[src/rtl/audio_pkg.sv]
// Shared audio types and I2S constants for the effects-chain output path.
//   sample_t         : one signed channel sample at the effects-chain width
//   stereo_sample_t  : left/right pair as produced by the distortion stage
//   I2S_SLOT_BITS    : default BCLK periods per channel slot
//   I2S_LR_LEFT      : word-select level that marks the left channel
package audio_pkg;

  localparam int   AUDIO_SAMPLE_WIDTH = 16;
  localparam int   I2S_SLOT_BITS      = 32;
  localparam logic I2S_LR_LEFT        = 1'b0;

  typedef logic signed [AUDIO_SAMPLE_WIDTH-1:0] sample_t;

  typedef struct packed {
    sample_t left;
    sample_t right;
  } stereo_sample_t;

endpackage

[src/rtl/i2s_bclk_gen.sv]
// I2S bit-clock generator. Divides clk down to BCLK and flags the clk cycle
// on which BCLK is about to change, so the parent can update its own
// registers on exactly the same edge as BCLK.
//   clk, reset : system clock, synchronous active-high reset
//   bclk       : registered bit clock (reset low)
//   rise_stb   : high in the cycle whose edge takes bclk 0->1
//   fall_stb   : high in the cycle whose edge takes bclk 1->0
module i2s_bclk_gen #(
  parameter int BCLK_DIV = 4
) (
  input  logic clk,
  input  logic reset,
  output logic bclk,
  output logic rise_stb,
  output logic fall_stb
);

  localparam int DIV_W = (BCLK_DIV > 1) ? $clog2(BCLK_DIV) : 1;
  localparam logic [DIV_W-1:0] DIV_LAST = DIV_W'(BCLK_DIV - 1);

  logic [DIV_W-1:0] div_cnt_reg, div_cnt_next;
  logic             bclk_reg, bclk_next;
  logic             term_cnt;

  assign term_cnt = (div_cnt_reg == DIV_LAST);

  always_comb begin
    div_cnt_next = term_cnt ? '0 : div_cnt_reg + 1'b1;
    bclk_next    = term_cnt ? ~bclk_reg : bclk_reg;
  end

  always_ff @(posedge clk) begin
    if (reset) begin
      div_cnt_reg <= '0;
      bclk_reg    <= 1'b0;
    end else begin
      div_cnt_reg <= div_cnt_next;
      bclk_reg    <= bclk_next;
    end
  end

  // Strobes are decoded from registers only, so they are clean in-fabric
  // enables that coincide with the edge that moves bclk.
  assign bclk     = bclk_reg;
  assign rise_stb = term_cnt & ~bclk_reg;
  assign fall_stb = term_cnt &  bclk_reg;

endmodule

[src/rtl/i2s_tx_serializer.sv]
// I2S master transmitter between the last effect stage and the codec DAC.
// Buffers one stereo pair behind the frame currently on the wire and
// shifts it out MSB first with the standard one-bit I2S delay.
//   clk, reset    : system clock, synchronous active-high reset
//   left_sample   : left channel sample (two's complement)
//   right_sample  : right channel sample (two's complement)
//   sample_valid  : pair on the inputs is valid
//   sample_ready  : holding register empty; pair taken on valid && ready
//   bclk          : I2S bit clock
//   lrclk         : I2S word select (0 = left, 1 = right)
//   sdata         : I2S serial data
//   frame_start   : one-cycle pulse when a frame is loaded into the shifter
//   underrun      : one-cycle pulse when that load found no pair waiting
module i2s_tx_serializer
  import audio_pkg::*;
#(
  parameter int SAMPLE_WIDTH = AUDIO_SAMPLE_WIDTH,
  parameter int SLOT_BITS    = I2S_SLOT_BITS,
  parameter int BCLK_DIV     = 4
) (
  input  logic                    clk,
  input  logic                    reset,
  input  logic [SAMPLE_WIDTH-1:0] left_sample,
  input  logic [SAMPLE_WIDTH-1:0] right_sample,
  input  logic                    sample_valid,
  output logic                    sample_ready,
  output logic                    bclk,
  output logic                    lrclk,
  output logic                    sdata,
  output logic                    frame_start,
  output logic                    underrun
);

  localparam int CNT_W = $clog2(2 * SLOT_BITS);
  localparam logic [CNT_W-1:0] LAST_BIT   = CNT_W'(2 * SLOT_BITS - 1);
  localparam logic [CNT_W-1:0] SLOT_START = CNT_W'(SLOT_BITS);
  localparam logic [CNT_W-1:0] L_FIRST    = CNT_W'(1);
  localparam logic [CNT_W-1:0] L_LAST     = CNT_W'(SAMPLE_WIDTH);
  localparam logic [CNT_W-1:0] R_FIRST    = CNT_W'(SLOT_BITS + 1);
  localparam logic [CNT_W-1:0] R_LAST     = CNT_W'(SLOT_BITS + SAMPLE_WIDTH);

  logic bclk_rise, bclk_fall;

  logic [CNT_W-1:0]        bit_cnt_reg, bit_cnt_next;
  logic                    lrclk_reg, lrclk_next;
  logic                    sdata_reg, sdata_next;
  logic                    frame_start_reg, frame_start_next;
  logic                    underrun_reg, underrun_next;
  logic                    hold_empty_reg, hold_empty_next;
  logic [SAMPLE_WIDTH-1:0] hold_l_reg, hold_l_next;
  logic [SAMPLE_WIDTH-1:0] hold_r_reg, hold_r_next;
  logic [SAMPLE_WIDTH-1:0] shift_l_reg, shift_l_next;
  logic [SAMPLE_WIDTH-1:0] shift_r_reg, shift_r_next;
  logic                    accept;

  i2s_bclk_gen #(
    .BCLK_DIV (BCLK_DIV)
  ) u_bclk_gen (
    .clk      (clk),
    .reset    (reset),
    .bclk     (bclk),
    .rise_stb (bclk_rise),
    .fall_stb (bclk_fall)
  );

  // A single divider edge can never be both a rise and a fall.
  assert property (@(posedge clk) !(bclk_rise && bclk_fall));

  assign accept = sample_valid && hold_empty_reg;

  always_comb begin
    bit_cnt_next     = bit_cnt_reg;
    lrclk_next       = lrclk_reg;
    sdata_next       = sdata_reg;
    frame_start_next = 1'b0;
    underrun_next    = 1'b0;
    hold_empty_next  = hold_empty_reg;
    hold_l_next      = hold_l_reg;
    hold_r_next      = hold_r_reg;
    shift_l_next     = shift_l_reg;
    shift_r_next     = shift_r_reg;

    if (bclk_fall) begin
      bit_cnt_next = (bit_cnt_reg == LAST_BIT) ? '0 : bit_cnt_reg + 1'b1;
      lrclk_next   = (bit_cnt_next >= SLOT_START) ? ~I2S_LR_LEFT : I2S_LR_LEFT;
      sdata_next   = 1'b0;

      if (bit_cnt_reg == LAST_BIT) begin
        // Frame boundary: bit 0 of the new frame is the delay bit, so the
        // shifter only needs loading here, nothing is driven from it yet.
        frame_start_next = 1'b1;
        hold_empty_next  = 1'b1;
        if (hold_empty_reg) begin
          underrun_next = 1'b1;
          shift_l_next  = '0;
          shift_r_next  = '0;
        end else begin
          shift_l_next  = hold_l_reg;
          shift_r_next  = hold_r_reg;
        end
      end else if (bit_cnt_next >= L_FIRST && bit_cnt_next <= L_LAST) begin
        sdata_next   = shift_l_reg[SAMPLE_WIDTH-1];
        shift_l_next = shift_l_reg << 1;
      end else if (bit_cnt_next >= R_FIRST && bit_cnt_next <= R_LAST) begin
        sdata_next   = shift_r_reg[SAMPLE_WIDTH-1];
        shift_r_next = shift_r_reg << 1;
      end
    end

    // An accept can only coincide with an underrun load (holding was empty),
    // so the fresh pair lands in holding for the following frame.
    if (accept) begin
      hold_empty_next = 1'b0;
      hold_l_next     = left_sample;
      hold_r_next     = right_sample;
    end
  end

  always_ff @(posedge clk) begin
    if (reset) begin
      bit_cnt_reg     <= LAST_BIT;
      lrclk_reg       <= 1'b1;
      sdata_reg       <= 1'b0;
      frame_start_reg <= 1'b0;
      underrun_reg    <= 1'b0;
      hold_empty_reg  <= 1'b1;
      hold_l_reg      <= '0;
      hold_r_reg      <= '0;
      shift_l_reg     <= '0;
      shift_r_reg     <= '0;
    end else begin
      bit_cnt_reg     <= bit_cnt_next;
      lrclk_reg       <= lrclk_next;
      sdata_reg       <= sdata_next;
      frame_start_reg <= frame_start_next;
      underrun_reg    <= underrun_next;
      hold_empty_reg  <= hold_empty_next;
      hold_l_reg      <= hold_l_next;
      hold_r_reg      <= hold_r_next;
      shift_l_reg     <= shift_l_next;
      shift_r_reg     <= shift_r_next;
    end
  end

  assign sample_ready = hold_empty_reg;
  assign lrclk        = lrclk_reg;
  assign sdata        = sdata_reg;
  assign frame_start  = frame_start_reg;
  assign underrun     = underrun_reg;

endmodule

[config.mk]
export PLATFORM = sky130hd
export DESIGN_NAME = i2s_tx_serializer
export DESIGN_NICKNAME = d
export VERILOG_FILES = /design/src/rtl/audio_pkg.sv /design/src/rtl/i2s_bclk_gen.sv /design/src/rtl/i2s_tx_serializer.sv
export SDC_FILE = /design/constraint.sdc
export NUM_CORES = 1
export LEC_CHECK = 0
export ABC_AREA = 1
export CELL_PAD_IN_SITES_DETAIL_PLACEMENT = 1
export CELL_PAD_IN_SITES_GLOBAL_PLACEMENT = 1
export CORE_MARGIN = 2
export CORE_UTILIZATION = 44
export CTS_CLUSTER_SIZE = 28
export DETAILED_ROUTE_END_ITERATION = 12
export HOLD_SLACK_MARGIN = 0.15
export MAX_ROUTING_LAYER = met4
export PLACE_DENSITY = 0.95
export SETUP_SLACK_MARGIN = 0.02
export SLEW_MARGIN = 20
export SYNTH_ARGS = -nofsm -noshare
export SYNTH_HDL_FRONTEND = slang
export SYNTH_HIERARCHICAL = 1
export SYNTH_SLANG_ARGS = --single-unit
[constraint.sdc]
create_clock -name clk -period 2.94 [get_ports clk]
set_clock_uncertainty 0.15 [all_clocks]
set_input_delay 0.588 -clock clk [delete_from_list [all_inputs] [get_ports clk]]
set_output_delay 0.588 -clock clk [all_outputs]
set_load 0.05 [all_outputs]
# Word-level counts from Yosys, hierarchy flattened
# Index checks and enable logic that the tools add are counted.
# word_totals
register_bits,78
in_bits,35
out_inout_bits,6
wordCells,56
# classes
addsub,2
magnitude_cmp,5
n_eq_ne,3
muxes,17
bitwise,4
n_reduce_logical,13
# ops
cell,count
2-to-1 mux 16 bit,7
greater-or-equal comparator 6 bit (second input constant),2
2-to-1 mux 1 bit,9
nonzero test 2 bit,4
adder 6 x 1 -> 6 bit (second input constant),1
== test 6 bit (second input constant),1
greater-or-equal comparator 6 x 1 -> 1 bit (second input constant),1
less-or-equal comparator 6 x 5 -> 1 bit (second input constant),1
less-or-equal comparator 6 bit (second input constant),1
2-to-1 mux 6 bit,1
AND reduction 2 bit,2
OR reduction 2 bit,2
logical AND 1 bit,3
inverter 1 bit,3
AND reduction 3 bit,1
OR reduction 3 bit,1
adder 2 x 1 -> 2 bit (second input constant),1
== test 2 bit (second input constant),1
inequality test 2 bit (second input constant),1
AND 1 bit,1

# Longest topological paths before layout
# depth
depth_word,7
mapped_depth,12
depth_no_buf,11

# By module
# The synthesis kept the hierarchy.
# modules_own_cells
module,instances,cells_per_inst,area_per_inst_um2,seq_area_each_um2
i2s_tx_serializer,1,464,3477.1,1501.4
i2s_bclk_gen,1,14,115.1,60.1

# Worst setup path before layout
# Ideal clock, no wire load.
# synth_timing
kind,reg-to-reg
start,"register u_bclk_gen.bclk_reg, in the netlist u_bclk_gen/bclk"
end,register shift_r_reg[10]
setup_ps,142
arrival_time_ps,1621
required_time_ps,2648
path_slack_ps,1028
stages_incl_launch_ff,10
path_buffers,2
period_less_slack_ps,1912
cell_sequence,dfxtp_1 > nand2_1 > inv_1 > buf_2 > inv_1 > nor2_1 > inv_2 > buf_2 > nand3_1 > a21oi_2
# synth_via
elab_chain_cells,2
# synth_rtl
item,line_no,rtl
from (decl),i2s_bclk_gen.sv:22,"logic bclk_reg, bclk_next;"
from (signal assigned),i2s_bclk_gen.sv:38,bclk_reg <= bclk_next;
AND 1 bit,i2s_bclk_gen.sv:46,assign fall_stb = term_cnt & bclk_reg;
via bclk_fall,i2s_tx_serializer.sv:42,"logic bclk_rise, bclk_fall;"
AND reduction 3 bit (no source line),--,
to (signal assigned),i2s_tx_serializer.sv:141,shift_r_reg <= shift_r_next;
to (decl),i2s_tx_serializer.sv:53,"logic [SAMPLE_WIDTH-1:0] shift_r_reg, shift_r_next;"
# The timed path passes the listed nets, and every way through them passes these cells.
# A chain may end at the register's enable or synchronous reset.

# Final worst setup path
# layout_timing
start,register bit_cnt_reg[0]
end,register shift_l_reg[3]
# layout_via
elab_chain_cells,6
word_cells_on_any_way,9
classes_between,1 x add/sub; 2 x order compare; 1 x eq/ne; 2 x mux; 3 x reduce/logical
# layout_rtl
item,line_no,rtl
from (decl),i2s_tx_serializer.sv:44,"logic [CNT_W-1:0] bit_cnt_reg, bit_cnt_next;"
from (signal assigned),i2s_tx_serializer.sv:132,bit_cnt_reg <= bit_cnt_next;
adder 6 x 1 -> 6 bit or == test 6 bit (tied branches),"i2s_tx_serializer.sv:84, i2s_tx_serializer.sv:88",
2-to-1 mux 6 bit,i2s_tx_serializer.sv:84,bit_cnt_next = (bit_cnt_reg == LAST_BIT) ? '0 : bit_cnt_reg + 1'b1;
greater-or-equal comparator 6 x 1 -> 1 bit or less-or-equal comparator 6 x 5 -> 1 bit (tied branches),i2s_tx_serializer.sv:101,end else if (bit_cnt_next >= L_FIRST && bit_cnt_next <= L_LAST) begin
logical AND 1 bit,i2s_tx_serializer.sv:101,
nonzero test 2 bit (no source line),--,
AND reduction 2 bit (no source line),--,
to (signal assigned),i2s_tx_serializer.sv:140,shift_l_reg <= shift_l_next;
to (decl),i2s_tx_serializer.sv:52,"logic [SAMPLE_WIDTH-1:0] shift_l_reg, shift_l_next;"
# Several ways; a longest one is shown, not always the timed one.

==> impl_metrics.toml <==
[outcome]
status = "finished, final reports clean"

[synth]
synth_warnings = 6
synth_area_per_cell_um2 = 7.531
synth_cells = 476
netlist_area_mm2 = 0.003585
syn_nets = 515

[global_routing]
grt_max_degree = 43
met3_usage_pct = 3.772
grt_usage_pct = 25.07
grtUsageMet2_pct = 43.21
grt_use_met1_pct = 29.13
overflow = 0
grt_pass1_wl_mm = 16.95
grt_pass1_vias = 3490
antenna_found_initial = 0
grt-busiest-layer = "met2"

[clock_tree]
cts_max_path_buffers = 2
root_buffer = "clkbuf_8"
post_cts_buffers = 0
htreeDepth = 3
cts_sinks = 78
postCtsHoldBufs = 0
cts-resized-gates = 0
cts_tree = "yes"
insertion_delay_ps = 350
path_clk_slew_ps = 80
cts_buffers = 9

[finish]
fillers = 976
regArea_mm2 = 0.001562
area_growth_pct = 17.28
design_area_mm2 = 0.004204
layoutNonFillerInstCount = 610
multi_input_area_mm2 = 0.001732
nNetsFinal = 542
num_antenna_cells = 0
drive_above_1_share_pct = 15.75

[timing]
fin_tns_setup_ps = 0
hold_violations = 0
rsz0062_at_grt = "no"
finalCritPeriodShare_pct = 82.58
slew_viol_final = 0
fmax_mhz = 411.9
setup_viol = 0
worst_pin_slew_ps = 703.0
max-slew-margin-rel_pct = 53.08
fin_crit_ps = 2428

[die]
die_x_um = 94.26
core-area_mm2 = 0.007807
ios = 41
die_area_mm2 = 0.008885
die_h_um = 94.26
rows = 32
initial_utilization_pct = 45.91

[pwr]
power_uw = 2239
leakagePower_uw = 0.001586
worst_ir_drop_vdd_v = 0.0003205
power_density_mw_per_mm2 = 532.7

[route]
drtIter0Drc = 259
wl_mm = 10.23
ant_nets = 0
vias = 3305
vias_per_cell = 5.418
routedWlPerCell_um = 16.77
remaining_drc_errors = 0
drtPass1Iterations = 4

[placement]
dp.cells = 594
io_buffers = 40
placed_cell_area_mm2 = 0.003989
routabilityCongestion = 0.8345
dp_hpwl_mm = 6.432

[critical_path]
worstPathArrival_ps = 2540
crit_required_ps = 3050
critPathCaptureType = "flop"
start_kind = "flop"
worstPathMaxFanout = 17
path_class = "flop to flop"

[run]
max_cap_viol_count = 0

[worst_hold_path]
hp-class = "flop to flop"
[power breakdown]
part / switching (uW) / internal [uW] / total (uW) / leakage [uW]
clock: 392 / 500 / 892 / 0.000110
combinational: 134 / 89.5 / 223 / 0.000839
sequential: 27.1 / 1100 / 1120 / 0.000637
total: 553 / 1690 / 2240 / 0.00159
[through the flow]
stage                     setup slack [ps]  hold WS (ps)  utilization [%]
after global placement               719.0         254.9            51.09
final                                512.1         313.9            53.85
after floorplan                       1046         246.4                -
after global routing                 313.1         321.0            53.85
after detailed placement             541.1         294.4            51.09
after CTS                            481.8         305.8            53.85
[critical path: stages, from the launching register on]
cell	delay, ps
dfxtp_1	420
ha_1	290
nand2_2	90
nor2_2	100
nand2_2	90
nand3_2	110
nand3_2	90
nand2_4	120
nand4_4	260
nand2_4	320
nand2_1	100
a21oi_1	200
[cell usage in the layout (no fill, tap or decap), types with 10 or more instances in the layout]
master / n
a21oi_2: 21
dfxtp_1: 78
clkbuf_8: 10
clkdlybuf4s50_1: 39
a21oi_1: 17
nand2_1: 65
inv_1: 30
nand2_2: 23
nand3_1: 46
nor2_1: 70
o21ai_0: 67
[final timing paths]
kind / end / slack, ps / start / cells past startpoint
worst min-delay path: u_bclk_gen/div_cnt_reg[0]$_SDFF_PP0_ / 310 / u_bclk_gen/div_cnt_reg[0]$_SDFF_PP0_ / 1
worst max-delay path: shift_l_reg[3]$_SDFFE_PP0P_ / 510 / bit_cnt_reg[0]$_SDFFE_PP1P_ / 11
worst min register to register: u_bclk_gen/div_cnt_reg[0]$_SDFF_PP0_ / 310 / u_bclk_gen/div_cnt_reg[0]$_SDFF_PP0_ / 1
worst max register to register: shift_l_reg[3]$_SDFFE_PP0P_ / 510 / bit_cnt_reg[0]$_SDFFE_PP1P_ / 11
[area by class of cell]
type | count | share of cell area (%)
Multi-Input combinational cell | 335 | 41.19
Clock inverter | 4 | 1.667
Timing Repair Buffer | 47 | 10.65
Tap cell | 102 | 3.036
Clock buffer | 12 | 3.452
Inverter | 32 | 2.857
Sequential cell | 78 | 37.14
[metal layers]
layer	wire length, um	part of all wire (%)	vias up
li1	-	-	1607
met3	326	3.2	25
met1	4477	44	1600
met2	5165	50	73
met4	258	2.5	0
met5	0	0	-
No activity file was read; power rests on OpenSTA's default activity.
